$ cat config.mk
export PLATFORM = sky130hd
export DESIGN_NAME = pwm_pulse_gen
export DESIGN_NICKNAME = d
export VERILOG_FILES = /design/src/rtl/pwm_pulse_gen.sv
export SDC_FILE = /design/constraint.sdc
export NUM_CORES = 1
export LEC_CHECK = 0
export ABC_AREA = 1
export CAP_MARGIN = 20
export CORE_MARGIN = 2
export CORE_UTILIZATION = 56
export DETAILED_ROUTE_END_ITERATION = 8
export PLACE_DENSITY_LB_ADDON = 0.12
export SYNTH_ARGS = -nofsm -noshare
export SYNTH_HDL_FRONTEND = slang
export SYNTH_SLANG_ARGS = --single-unit
$ cat constraint.sdc
create_clock -name clk -period 3.82 [get_ports clk]
set_input_delay 0.764 -clock clk [delete_from_list [all_inputs] [get_ports clk]]
set_output_delay 0.764 -clock clk [all_outputs]
set_load 0.1 [all_outputs]
$ cat src/rtl/pwm_pulse_gen.sv
// pwm_pulse_gen - multi-channel periodic pulse generator.
//
// Each channel produces a waveform with a programmable period P and high
// time H. Within every period the output is low first, then high for the
// final H cycles. A channel runs continuously or fires once (one-shot).
// Config writes to a running channel are held as pending and applied at
// the next period boundary, so the waveform never glitches mid-period.
//
// Ports:
//   clk         system clock, rising edge
//   rst         synchronous active-high reset
//   cfg_valid   config write strobe, accepted every cycle it is high
//   cfg_ch      target channel (values >= NCH are ignored)
//   cfg_period  period P in cycles (P=0 disables the channel)
//   cfg_high    high time H in cycles
//   cfg_oneshot 1 = one-shot, 0 = continuous
//   start       per-channel start request
//   stop        per-channel stop request (wins over start)
//   a           registered pulse outputs
//   busy        channel is running
//   done        one-cycle pulse when a one-shot period completes
module pwm_pulse_gen #(
  parameter int CW = 8,
  parameter int NCH = 2,
  localparam int CHW = (NCH > 1) ? $clog2(NCH) : 1
) (
  input  logic           clk,
  input  logic           rst,
  input  logic           cfg_valid,
  input  logic [CHW-1:0] cfg_ch,
  input  logic [CW-1:0]  cfg_period,
  input  logic [CW-1:0]  cfg_high,
  input  logic           cfg_oneshot,
  input  logic [NCH-1:0] start,
  input  logic [NCH-1:0] stop,
  output logic [NCH-1:0] a,
  output logic [NCH-1:0] busy,
  output logic [NCH-1:0] done
);

  typedef enum logic {IDLE, RUN} state_t;

  // Output level for counter value k. P-H is only formed when H<P, so it
  // cannot underflow.
  function automatic logic level_at(input logic [CW-1:0] k,
                                    input logic [CW-1:0] p,
                                    input logic [CW-1:0] h);
    if (h == '0)
      return 1'b0;
    else if (h >= p)
      return 1'b1;
    else
      return (k >= (p - h));
  endfunction

  genvar gi;
  generate
    for (gi = 0; gi < NCH; gi++) begin : g_ch
      state_t        state_reg, state_next;
      logic [CW-1:0] cnt_reg, cnt_next;
      logic [CW-1:0] act_p_reg, act_p_next, act_h_reg, act_h_next;
      logic [CW-1:0] pend_p_reg, pend_p_next, pend_h_reg, pend_h_next;
      logic          act_os_reg, act_os_next, pend_os_reg, pend_os_next;
      logic          pend_flag_reg, pend_flag_next;
      logic          a_reg, a_next, done_reg, done_next;

      logic          wr;
      logic          have_upd;
      logic [CW-1:0] upd_p, upd_h, start_p;
      logic          upd_os;

      // Channel indices that do not exist never match, so out-of-range
      // writes fall on the floor.
      assign wr = cfg_valid && (cfg_ch == CHW'(gi));

      // A write landing in the same cycle as a boundary or stop is the
      // newest config and takes precedence over the stored pending one.
      assign have_upd = wr || pend_flag_reg;
      assign upd_p    = wr ? cfg_period  : pend_p_reg;
      assign upd_h    = wr ? cfg_high    : pend_h_reg;
      assign upd_os   = wr ? cfg_oneshot : pend_os_reg;
      assign start_p  = wr ? cfg_period  : act_p_reg;

      always_comb begin
        state_next     = state_reg;
        cnt_next       = cnt_reg;
        act_p_next     = act_p_reg;
        act_h_next     = act_h_reg;
        act_os_next    = act_os_reg;
        pend_p_next    = pend_p_reg;
        pend_h_next    = pend_h_reg;
        pend_os_next   = pend_os_reg;
        pend_flag_next = pend_flag_reg;
        done_next      = 1'b0;

        case (state_reg)
          IDLE: begin
            if (wr) begin
              act_p_next  = cfg_period;
              act_h_next  = cfg_high;
              act_os_next = cfg_oneshot;
            end
            if (start[gi] && !stop[gi] && (start_p != '0)) begin
              state_next = RUN;
              cnt_next   = '0;
            end
          end
          RUN: begin
            if (wr) begin
              pend_p_next    = cfg_period;
              pend_h_next    = cfg_high;
              pend_os_next   = cfg_oneshot;
              pend_flag_next = 1'b1;
            end
            if (stop[gi] || (cnt_reg == act_p_reg - CW'(1))) begin
              cnt_next = '0;
              if (have_upd) begin
                act_p_next     = upd_p;
                act_h_next     = upd_h;
                act_os_next    = upd_os;
                pend_flag_next = 1'b0;
              end
              if (stop[gi]) begin
                state_next = IDLE;
              end else if (act_os_reg) begin
                state_next = IDLE;
                done_next  = 1'b1;
              end else if (have_upd && (upd_p == '0)) begin
                state_next = IDLE;
              end
            end else begin
              cnt_next = cnt_reg + CW'(1);
            end
          end
          default: state_next = IDLE;
        endcase

        // The output is computed from next-cycle counter and config so the
        // registered level lines up with the counter value it belongs to.
        a_next = (state_next == RUN) && level_at(cnt_next, act_p_next, act_h_next);
      end

      always_ff @(posedge clk) begin
        if (rst) begin
          state_reg     <= IDLE;
          cnt_reg       <= '0;
          act_p_reg     <= '0;
          act_h_reg     <= '0;
          act_os_reg    <= 1'b0;
          pend_p_reg    <= '0;
          pend_h_reg    <= '0;
          pend_os_reg   <= 1'b0;
          pend_flag_reg <= 1'b0;
          a_reg         <= 1'b0;
          done_reg      <= 1'b0;
        end else begin
          state_reg     <= state_next;
          cnt_reg       <= cnt_next;
          act_p_reg     <= act_p_next;
          act_h_reg     <= act_h_next;
          act_os_reg    <= act_os_next;
          pend_p_reg    <= pend_p_next;
          pend_h_reg    <= pend_h_next;
          pend_os_reg   <= pend_os_next;
          pend_flag_reg <= pend_flag_next;
          a_reg         <= a_next;
          done_reg      <= done_next;
        end
      end

      assign a[gi]    = a_reg;
      assign busy[gi] = (state_reg == RUN);
      assign done[gi] = done_reg;
    end
  endgenerate

endmodule

### Word level (Yosys, flattened, before mapping)

Index checks and enable logic that the tools add are counted.

* reductions and logical operators: 26
* muxes and demuxes: 60
* eq/ne operators: 8
* magnitude comparators: 4
* bitwise gates (word level): 5
* add/subtract/negate cells: 6

Operator list (number)
* 8-bit two-way mux: 20
* 8-bit one-hot mux with 2 select lines: 6
* 8-bit >= comparator: 4
* 8-bit logical NOT: 4
* 1-bit two-way mux: 30
* 8-bit by 1-bit adder with 8-bit output, second input constant: 2
* 8-bit == test: 2
* 8-bit nonzero test: 2
* 8-bit by 1-bit subtractor with 8-bit output, second input constant: 2
* 8-bit subtractor: 2
* 1-bit logical AND: 10
* 2-bit by 1-bit != test with 1-bit output, second input constant: 4
* 1-bit one-hot mux with 2 select lines: 4
* 4-bit OR reduction: 2
* 3-bit AND reduction: 2
* 1-bit NOT: 5
* 1-bit logical OR: 4
* 2-bit != test, second input constant: 2
* 1-bit logical NOT: 2

* word-level logic and storage cells: 131
* bits in registers: 92
* output and inout port bits: 6
* input bits: 25

### Logic depth before layout (Yosys ltp)

Gate-level depths: netlist of run 1.

* depth after elaboration: 11
* gate-level depth with buffers: 33
* gate-level depth less buffers: 32

### Least setup slack after synthesis of run 1

No wires, ideal clock.

* path type: reg-to-reg
* start: reg g_ch[1].act_p_reg[1]
* end: reg g_ch[1].a_reg
* period minus slack after synthesis: 3.908 ns
* required time: 3.701 ns
* stages on the path, launching flop included: 28
* arrival: 3.789 ns
* path slack: -0.088 ns
* cell sequence: dfxtp_1 -> inv_1 -> ha_1 -> xor2_1 -> nand2_1 -> nor2_1 -> nand3_1 -> nor2_2 -> nand2_4 -> nand2_8 -> nand2_4 -> buf_2 -> or2_2 -> a22oi_1 -> ha_1 -> inv_1 -> ha_1 -> o21bai_2 -> xor2_1 -> ha_1 -> o21a_1 -> o21a_1 -> o211ai_1 -> nand2_1 -> nand3_1 -> nand2_1 -> a31oi_1 -> a21oi_1

* word-level cells in the longest chain between the ends: 10

RTL lines
* from (decl): line 61 `logic [CW-1:0] act_p_reg, act_p_next, act_h_reg, act_h_next;`
* from (signal assigned): line 159 `act_p_reg <= act_p_next;`
* 8-bit by 1-bit subtractor with 8-bit output: line 115 `if (stop[gi] || (cnt_reg == act_p_reg - CW'(1))) begin`
* 8-bit == test: line 115
* 1-bit logical OR: line 115
* 8-bit two-way mux: line 115
* 8-bit one-hot mux with 2 select lines: line 96 `case (state_reg)`
* 8-bit subtractor: line 53 `return (k >= (p - h));`
* 8-bit >= comparator: line 53
* 1-bit two-way mux: line 50 `else if (h >= p)`
* 1-bit two-way mux: line 48 `if (h == '0)`
* 1-bit logical AND *: line 140 `a_next = (state_next == RUN) && level_at(cnt_next, act_p_next, act_h_next);`
* to (signal assigned): line 166 `a_reg <= a_next;`
* to (decl): line 65 `logic a_reg, a_next, done_reg, done_next;`

Every way passes the cells marked *; elsewhere a longest branch is shown, timed or not.
A chain may end at the register's enable or synchronous reset.

### Worst setup path in the final report of run 1

* start: reg g_ch[1].act_p_reg[0]
* end: reg g_ch[1].a_reg

Same word-level chain as after synthesis.

==> results of run 1 <==
## layout by cell type, fill, tap and decap left out, types with 4 or more instances in the layout
cell             synthesis  layout
or2_2                    5       4
o21a_1                   5       5
nor2_2                   5       6
ha_1                    34      28
o211ai_1                 9       9
dfxtp_1                 92      88
a21oi_1                 99      93
a21oi_2                  4      10
o21bai_1                 8       8
inv_1                  129     123
nand3b_1                 6       6
nor3_1                   7       6
nand2_2                  9      11
ha_4                     0       4
nand3_1                 62      61
xor2_1                  15      14
clkdlybuf4s50_1          0      27
dfxtp_2                  0       4
nand4_1                  9       9
nand2_1                266     264
o21ai_0                 86      81
o21ai_1                  4       8
inv_2                    8      14
buf_4                    7     163
clkbuf_16                0       9
nor4_1                  10       9
xnor2_1                  8       8
nor2_1                  84      83
buf_6                    4       4
nand3_2                  4       5
## area by class of cell
class | count | area, um^2 | area share, %
clock buffers | 10 | 239 | 2.77
clock inverters | 6 | 77.6 | 0.898
inverters | 139 | 528 | 6.11
multi-input cells | 770 | 4220 | 48.9
flip-flops and latches | 92 | 1850 | 21.4
well taps | 143 | 179 | 2.07
repair buffers | 195 | 1540 | 17.9
## power by group through the flow
stage               clock (mW)  combinational [mW]  sequential, mW
finish                   0.973                1.38            1.05
global route              1.01                1.55            1.05
CTS                      0.981                1.34            1.05
detailed placement           0                1.28            1.07
global placement             0                1.26            1.07
floorplan                    0               0.799            1.06
## worst reg2reg max path: cells and delay by family (launching register included)
kind	cells	cell delay (ps)
AND/OR/NAND/NOR	11	1080
adder cells (fa/ha/maj)	4	910
flip-flops	1	340
XOR/XNOR	2	280
AO/OA/AOI/OAI	7	990
buffers and inverters	2	100
## synthesized netlist by cell type (3+ instances only)
library cell and n:
xnor2_1 8, nand4_1 9, a21oi_2 4, a31oi_1 6
nor4_1 10, nand3_2 4, clkbuf_1 28, buf_2 4
o21ai_1 4, o21ai_0 86, a211oi_1 5, nor2_4 3
inv_1 129, inv_2 8, nor2_1 84, o21bai_1 8
a21oi_1 99, o211ai_1 9, nand2_4 4, nand2_1 266
ha_1 34, nor2_2 5, nand3b_1 6, nor3_1 7
buf_4 7, buf_1 3, or2_2 5, nand2_2 9
dfxtp_1 92, o21a_1 5, and2_1 3, nand3_1 62
a21boi_0 3, buf_6 4, xor2_1 15
## metrics by stage
stage               power [mW]  instance area, um^2  hold slack [ps]  setup WS, ps
CTS                       3.37                 8540              450         -1.10
global placement          2.33                 8040              434          -363
global route              3.61                 8640              475          -236
floorplan                 1.86                 6660              424          7.17
finish                    3.40                 8640              450          11.9
detailed placement        2.35                 8040              440          -448
## metal layers
metal / vias to the layer above / global-route usage, % / wire [um]
met5: - / 0 / 0
met2: 224 / 56.9 / 9590
li1: 3722 / - / -
met4: 0 / 16.4 / 796
met1: 3384 / 37.7 / 8340
met3: 54 / 4.07 / 958
## what timing repair did
| item | in CTS | in global routing |
|---|---|---|
| buffers inserted | 7 | 3 |
| endpoints found under the hold margin | 0 | 0 |
| resized for setup | 32 | 23 |
| pin swaps | 23 | 19 |
| setup endpoints to repair | 2 | 2 |
## worst paths after layout
check                             start                    end  depth (start not counted)
hold reg to reg   g_ch[1].pend_h_reg[7]  g_ch[1].pend_h_reg[7]                          2
setup / recovery   g_ch[1].act_p_reg[0]          g_ch[1].a_reg                         26
setup reg to reg   g_ch[1].act_p_reg[0]          g_ch[1].a_reg                         26
hold / removal    g_ch[1].pend_h_reg[7]  g_ch[1].pend_h_reg[7]                          2
## logic make-up (layout without fill, tap and decap cells)
| family | Yosys count | count (layout) | synth area share, % |
|---|---|---|---|
| buffers and inverters | 186 | 350 | 11.5 |
| adder cells (fa/ha/maj) | 35 | 35 | 6.71 |
| AO/OA/AOI/OAI | 234 | 234 | 19.4 |
| AND/OR/NAND/NOR | 478 | 478 | 31.6 |
| flip-flops | 92 | 92 | 27.7 |
| XOR/XNOR | 23 | 23 | 3.03 |
==> run summary, run 1 <==
EDFF count, synth -> 0
final std cells w/o fill -> 1,355
final hold violation count -> 0
fillers -> 937
mean post-synth cell area -> 6.33 um^2
TritonCTS clock tree -> yes
Wirelength per Cell -> 14.5 um
reg2reg setup slack -> 10 ps
Crit path arrival time -> 4060 ps
post-synthesis sequential area ratio -> 27.7%
post-layout util -> 75.0%
first-pass GRT wire length -> 32,800 um
Worst VDD drop -> 0.324 mV
worst-path fanout max -> 5
Synth Warn # -> 0
max-slew violations -> 0
Layout Nets -> 1,267
Worst path slowest cell -> dfxtp_2
row cnt -> 39
Die Y -> 113 um
Crit. End Element -> flip-flop
IO Port Bufs -> 30
Via density -> 5.45
P_sw -> 1.23 mW
largest net degree at the start of global routing -> 50
area grow syn2layout -> 30.1%
Sequential Power Share -> 30.8%
most used cell, CP -> nand2_1
power share of the clock group -> 28.6%
# clock sinks -> 92
WS Path Type -> flip-flop to flip-flop
Core Area -> 0.0115 mm^2
GRT Residual Overflow -> 0
top cell type's share of synthesized area -> 27.7%
CP startpoint kind -> flip-flop
Yosys cell types -> 45
Rel. slew slack -> 35.4%
CTS Buffer Depth -> 2
Cells after Synth -> 1,048
Final Wtd Congestion -> 0.953
ANT nets after route -> 0
Internal Dissipation -> 2.17 mW
number of remaining DRC errors -> 0
async set-reset flop share out of synthesis -> 0%
ranking of synthesized cells by area -> dfxtp_1 28%, nand2_1 15%, a21oi_1 7.5%
fmax -> 0.263 GHz
number of antenna violations at the first check in global routing -> 0
DR vias -> 7,384
Antenna Diode Count -> 0
post-layout minimum cycle time -> 3810 ps
run status -> completed
Buf/Inv on CP -> 2
RSZ-0062 raised after global routing -> yes
Worst-Margin Slew -> 967 ps
vias in the first global route -> 7,041
largest area contributor in the netlist -> dfxtp_1
switch share -> 36.2%
First-pass DRT Iterations -> 7
final setup TNS -> 0 ps
Synth Cell Area -> 0.00664 mm^2
first-iteration detailed-routing DRC count -> 552
final wirelength -> 19,700 um
# hold bufs at CTS -> 0
Initial Utilization -> 57.6%
FF+latch count, synth -> 92
max incr delay on CP -> 340 ps
placed wire-length estimate -> 15,000 um
clk_skew -> 12.3 ps
PwrDens -> 394 mW/mm^2
combinational power share -> 40.5%
max-cap violations -> 0
ys flop type -> dfxtp_1
clk slew on worst S/H paths -> 70 ps
total leakage power -> 4.17 nW
hold crit path type -> flip-flop to flip-flop
CTS root buffer -> clkbuf_16
Synth Net Count -> 1,108
Die ar. -> 0.0127 mm^2
Placed Instances -> 1,329
period utilization -> 99.7%
worst skew pair latency -> 360 ps
total track usage -> 31.9%
layout cell share with drive strength beyond 1 -> 22.3%
# IOs -> 31
Setup-failing EPs final -> 0
Die X-Extent -> 113 um
Worst Path Required -> 4070 ps
total CTS buffers -> 9
CTS H-tree depth -> 3
delay-heaviest family, CP -> simple AND/OR/NAND/NOR gates
No activity file was read; power rests on OpenSTA's default activity.
==> run 2: changes to the inputs <==
- CTS_CLUSTER_DIAMETER: not set -> 80
- SLEW_MARGIN: not set -> 20
==> results of run 2 <==
Final layout, timing and power as in run 1 (identical DEF).
